$ cat src/rtl/tf_stage_sequencer.sv
// Stage/beat loop controller feeding the twiddle-factor address generator.
// Optional define TF_SEQ_STALL_CNT_EN adds a saturating stall_cycles output.
module tf_stage_sequencer #(
    parameter int unsigned NUM_STAGES    = 10,
    parameter int unsigned CYC_PER_STAGE = 64,
    parameter int unsigned STAGE_GAP     = 2,
    parameter int unsigned P_W           = 4,
    parameter int unsigned CNT_W         = 7
) (
    input  logic             clk,
    input  logic             rst,
    input  logic             start,
    input  logic [2:0]       mode,
    input  logic             stall,
    output logic [2:0]       conf,
    output logic [P_W-1:0]   p,
    output logic [8:0]       k,
    output logic [8:0]       i,
    output logic [CNT_W-1:0] cnt_addr_gen,
    output logic             valid,
    output logic             busy,
    output logic             done,
    output logic             err
`ifdef TF_SEQ_STALL_CNT_EN
    ,
    output logic [15:0]      stall_cycles
`endif
);

    localparam logic [2:0]       MODE_NTT  = 3'b001;
    localparam logic [2:0]       MODE_INTT = 3'b011;
    localparam logic [P_W-1:0]   P_LAST    = P_W'(NUM_STAGES - 1);
    localparam logic [CNT_W-1:0] CNT_LAST  = CNT_W'(CYC_PER_STAGE - 1);
    localparam int unsigned      GAP_W     = (STAGE_GAP > 1) ? $clog2(STAGE_GAP + 1) : 1;
    localparam logic [GAP_W-1:0] GAP_INIT  = GAP_W'(STAGE_GAP);

    typedef enum logic [1:0] {StIdle, StRun, StGap, StFin} state_e;

    state_e           state_q, state_d;
    logic [2:0]       conf_q, conf_d;
    logic [P_W-1:0]   p_q, p_d;
    logic [CNT_W-1:0] cnt_q, cnt_d;
    logic [8:0]       k_q, k_d;
    logic [8:0]       i_q, i_d;
    logic             valid_q, valid_d;
    logic             busy_q, busy_d;
    logic             done_q, done_d;
    logic             err_q, err_d;
    logic [GAP_W-1:0] gap_q, gap_d;

    logic             mode_legal;
    logic             last_stage;
    logic [P_W-1:0]   p_step;

    assign mode_legal = (mode == MODE_NTT) || (mode == MODE_INTT);
    // INTT walks p downwards, so its final stage is p = 0.
    assign last_stage = (conf_q == MODE_INTT) ? (p_q == '0) : (p_q == P_LAST);
    assign p_step     = (conf_q == MODE_INTT) ? (p_q - P_W'(1)) : (p_q + P_W'(1));

    always_comb begin
        state_d = state_q;
        conf_d  = conf_q;
        p_d     = p_q;
        cnt_d   = cnt_q;
        valid_d = valid_q;
        busy_d  = busy_q;
        done_d  = 1'b0;
        err_d   = 1'b0;
        gap_d   = gap_q;

        unique case (state_q)
            StIdle: begin
                if (start) begin
                    if (mode_legal) begin
                        conf_d  = mode;
                        p_d     = (mode == MODE_INTT) ? P_LAST : '0;
                        cnt_d   = '0;
                        valid_d = 1'b1;
                        busy_d  = 1'b1;
                        state_d = StRun;
                    end else begin
                        err_d = 1'b1;
                    end
                end
            end
            StRun: begin
                if (!stall) begin
                    if (cnt_q != CNT_LAST) begin
                        cnt_d = cnt_q + CNT_W'(1);
                    end else if (last_stage) begin
                        // Present done together with the cleared outputs in the FIN cycle.
                        valid_d = 1'b0;
                        busy_d  = 1'b0;
                        done_d  = 1'b1;
                        p_d     = '0;
                        cnt_d   = '0;
                        state_d = StFin;
                    end else if (STAGE_GAP == 0) begin
                        p_d   = p_step;
                        cnt_d = '0;
                    end else begin
                        valid_d = 1'b0;
                        gap_d   = GAP_INIT;
                        state_d = StGap;
                    end
                end
            end
            StGap: begin
                if (gap_q <= GAP_W'(1)) begin
                    p_d     = p_step;
                    cnt_d   = '0;
                    valid_d = 1'b1;
                    state_d = StRun;
                end else begin
                    gap_d = gap_q - GAP_W'(1);
                end
            end
            StFin: begin
                state_d = StIdle;
            end
            default: begin
                state_d = StIdle;
            end
        endcase

        k_d = (conf_d == MODE_NTT)  ? 9'(cnt_d) : 9'd0;
        i_d = (conf_d == MODE_INTT) ? 9'(cnt_d) : 9'd0;
    end

    always_ff @(posedge clk or posedge rst) begin
        if (rst) begin
            state_q <= StIdle;
            conf_q  <= '0;
            p_q     <= '0;
            cnt_q   <= '0;
            k_q     <= '0;
            i_q     <= '0;
            valid_q <= 1'b0;
            busy_q  <= 1'b0;
            done_q  <= 1'b0;
            err_q   <= 1'b0;
            gap_q   <= '0;
        end else begin
            state_q <= state_d;
            conf_q  <= conf_d;
            p_q     <= p_d;
            cnt_q   <= cnt_d;
            k_q     <= k_d;
            i_q     <= i_d;
            valid_q <= valid_d;
            busy_q  <= busy_d;
            done_q  <= done_d;
            err_q   <= err_d;
            gap_q   <= gap_d;
        end
    end

    assign conf         = conf_q;
    assign p            = p_q;
    assign k            = k_q;
    assign i            = i_q;
    assign cnt_addr_gen = cnt_q;
    assign valid        = valid_q;
    assign busy         = busy_q;
    assign done         = done_q;
    assign err          = err_q;

`ifdef TF_SEQ_STALL_CNT_EN
    logic [15:0] stall_cnt_q;

    always_ff @(posedge clk or posedge rst) begin
        if (rst) begin
            stall_cnt_q <= '0;
        end else if (state_q == StIdle && start && mode_legal) begin
            stall_cnt_q <= '0;
        end else if (state_q == StRun && valid_q && stall && stall_cnt_q != 16'hFFFF) begin
            stall_cnt_q <= stall_cnt_q + 16'd1;
        end
    end

    assign stall_cycles = stall_cnt_q;
`endif

endmodule

$ cat config.mk
export PLATFORM = sky130hd
export DESIGN_NAME = tf_stage_sequencer
export DESIGN_NICKNAME = d
export VERILOG_FILES = /design/src/rtl/tf_stage_sequencer.sv
export SDC_FILE = /design/constraint.sdc
export NUM_CORES = 1
export LEC_CHECK = 0
export BUFFER_PORTS_ARGS = -buffer_cell sky130_fd_sc_hd__buf_4
export CORE_MARGIN = 8
export CORE_UTILIZATION = 45
export CTS_CLUSTER_DIAMETER = 60
export CTS_CLUSTER_SIZE = 20
export DETAILED_ROUTE_END_ITERATION = 7
export PLACE_DENSITY_LB_ADDON = 0.3
export SYNTH_ARGS = -nofsm -noshare
export SYNTH_HDL_FRONTEND = slang
export SYNTH_SLANG_ARGS = --single-unit
export TNS_END_PERCENT = 30
$ cat constraint.sdc
create_clock -name clk -period 2.7 [get_ports clk]
set_input_delay 0.405 -clock clk [delete_from_list [all_inputs] [get_ports clk]]
set_output_delay 0.405 -clock clk [all_outputs]
set_load 0.05 [all_outputs]
==> impl_metrics.tcl <==
set metrics [dict create \
    cts_resized 0 \
    seq_area_frac_synth_pct 46.6 \
    fin_nets 247 \
    period_needed_ns 2.11 \
    skew_ns 0.00881 \
    cts_hold_buffers 0 \
    yosys_warnings 0 \
    syn_inst 187 \
    worstSetupPathType "reg2reg" \
    worst-r2r-setup-slack_ns 0.59 \
    status "complete, no violations" \
    timing.rr.end "k[0]$_DFF_PP0_" \
    cts.path.max_buffers 2 \
    crit_path_end_kind "register" \
    finalCritPeriodShare_pct 78.2 \
    yosys.area.top_type "dfrtp_1" \
    yosysMostFrequentCell "dfrtp_1" \
    synthArstFlopShare_pct 100 \
    placedCellCount 275 \
    seqPwrFrac_pct 33.3 \
    grt_pass1_wl_um 7090 \
    io_pins 43 \
    stdcell_count 283 \
    clock-sinks 36 \
    hp-class "in2async" \
    ant_nets 0 \
    drive_gt1_share_pct 27.3 \
    die_area_um2 6650 \
    post-route-util_pct 55.6 \
    finalSetupViolCount 0 \
    drt_first_pass_iters 4 \
    overflow 0 \
    wl_per_cell_um 15.1 \
    wl_um 4280 \
    fin_setup_tns_ns 0 \
    critPathRequiredTime_ns 2.85 \
    post_cts_buffers 0 \
    synthDistinctLibCells 46 \
    rows 24 \
    dpl.hpwl_um 3200 \
    maxCapViolCount 0 \
    cp-start-kind "register" \
    clk_pin_slew_ns 0.08 \
    tightest_slew_ns 0.561 \
    synth_area_um2 1930 \
    critPathMaxStageDelay_ns 0.47 \
    p_int_mw 1.22 \
    clock-root-buffer "clkbuf_8" \
    hold_slack_ns 0.221 \
    coreArea_um2 4230 \
    p_sw_mw 1.16 \
    reg2reg_depth 6 \
    swShare_pct 48.6 \
    r2r_start "state_q[0]$_DFFE_PP0P_" \
    ys_ff_latch 36 \
    rsz0062_at_grt "false" \
    comb_power_share_pct 50.7 \
    powerDensity_nw_per_um2 1010 \
    vdd_drop_max_mv 0.347 \
    clock.fmax_ghz 0.474 \
    dr.first_iter.drc_count 74 \
    synth_top_area_share_pct 46.6 \
    grt_usage_pct 13.9 \
    cts_buffers 5 \
    viasPerCell 5.27 \
    grt_pass1_vias 1436 \
    htreeDepth 2 \
    finalHoldViolCount 0 \
    cts_tree "built" \
    grt_max_degree 37 \
    maxSlewViolCount 0 \
    p_leak_nw 1.21 \
    synth_commonest_cells "dfrtp_1, nor2_1, nand2_1" \
    synth_edf_count 0 \
    maxSlewHeadroom_pct 61.5 \
    avgSynthCellArea_um2 10.3 \
    diodes 0 \
    via_count 1491 \
    clkPwrFrac_pct 16.0 \
    cp_max_fo 10 \
    die_h_um 81.5 \
    arrival_ns 2.26 \
    clock_latency_ns 0.29 \
    port_buffers 38 \
    syn_to_final_growth_pct 21.9 \
    drcViolationCount 0 \
    antenna_found_initial 0 \
    synth_area_leaders "dfrtp_1, ha_1, nor2_1" \
    postSynth.topFlopCell "dfrtp_1" \
    die_x_um 81.5 \
    cp_slowest_cell "a221o_1" \
    crit_chain "inv_1 > ha_1 > a221o_1 > and2_1 > a311oi_2 > nor2_1" \
    routabilityCongestion 0.847 \
    power.total_mw 2.38 \
    start_util_pct 45.7 \
]
[registers in the layout, summed over array words and instances, names as in the netlist]
signal and flops:
cnt_addr_gen 7, i 7, k 7, p 4
conf 3, gap_q 2, state_q 2, busy 1
done 1, err 1, valid 1
[worst max-delay path: cells and delay by family, from the launching register on]
kind	cells	cell delay, ns
DFF	1	0.44
adders and majority gates	1	0.33
and+or+nand+nor	2	0.30
buffers and inverters	1	0.09
AOI/OAI and AO/OA	2	0.83
[logic make-up after synthesis]
group,synth area share (%)
simple gates,21.1
flops,46.6
compound gates,13.5
buf+inv,4.08
fa+ha+maj,6.86
mux,6.34
xor+xnor,1.36
other cells,0.194
[layer usage]
| layer | track usage (%) | wire [µm] | vias to the layer above |
|---|---|---|---|
| li1 | - | - | 739 |
| met1 | 17.7 | 1970 | 714 |
| met2 | 22.1 | 2040 | 32 |
| met3 | 3.17 | 206 | 6 |
| met4 | 5.71 | 65 | 0 |
| met5 | 0 | 0 | - |
[stage by stage]
| step | worst slack (ns) | instance area [µm²] |
|---|---|---|
| after floorplan | 0.519 | 1940 |
| after global placement | 0.646 | 2270 |
| after detailed placement | 0.612 | 2270 |
| after CTS | 0.590 | 2360 |
| after global routing | 0.463 | 2360 |
| final | 0.588 | 2360 |
[worst max path at each step]
stage	start	endpoint	slack, ns	cells past startpoint
floorplan	conf[2]$_DFF_PP0_	p[3]$_DFFE_PP0P_	0.52	8
global placement	mode[2]	k[0]$_DFF_PP0_	0.65	6
CTS	state_q[0]$_DFFE_PP0P_	i[0]$_DFF_PP0_	0.59	6
finish	state_q[0]$_DFFE_PP0P_	k[0]$_DFF_PP0_	0.59	6
global route	state_q[1]$_DFFE_PP0P_	k[2]$_DFF_PP0_	0.46	5
detailed placement	state_q[0]$_DFFE_PP0P_	i[0]$_DFF_PP0_	0.61	6
[cells in the final DEF, fill, tap and decap left out, drive strengths merged, types with 3 or more instances in the layout]
master	netlist	layout
buf	4	40
dfrtp	36	36
nor2	22	22
nand2	14	14
inv	10	10
ha	9	9
o21ai	9	9
a21oi	7	7
nor3	7	7
mux2	6	6
nand2b	5	5
clkbuf	3	5
nand3	4	4
mux2i	4	4
nor2b	4	4
a21o	4	4
conb	1	4
nand3b	3	3
and2	3	3
xnor2	3	3
a221oi	3	3
clkinv	0	3
[power groups by stage]
| stage | clock network (mW) | logic, mW | registers (mW) |
|---|---|---|---|
| 6_report | 0.381 | 1.21 | 0.793 |
| 5_1_grt | 0.421 | 1.30 | 0.817 |
| 4_1_cts | 0.392 | 1.22 | 0.795 |
| 3_5_place_dp | 0 | 1.22 | 0.805 |
| 3_3_place_gp | 0 | 1.20 | 0.801 |
| 2_1_floorplan | 0 | 0.460 | 1.21 |
[area by class of cell]
| type | instances | area (µm²) |
|---|---|---|
| fill | 365 | 1880 |
| inverter | 10 | 37.5 |
| clock buffer | 5 | 68.8 |
| timing repair buffer | 40 | 300 |
| sequential | 36 | 901 |
| tap | 52 | 65.1 |
| multi-input combinational | 137 | 965 |
| clock inverter | 3 | 18.8 |
No activity file was read; power rests on OpenSTA's default activity.
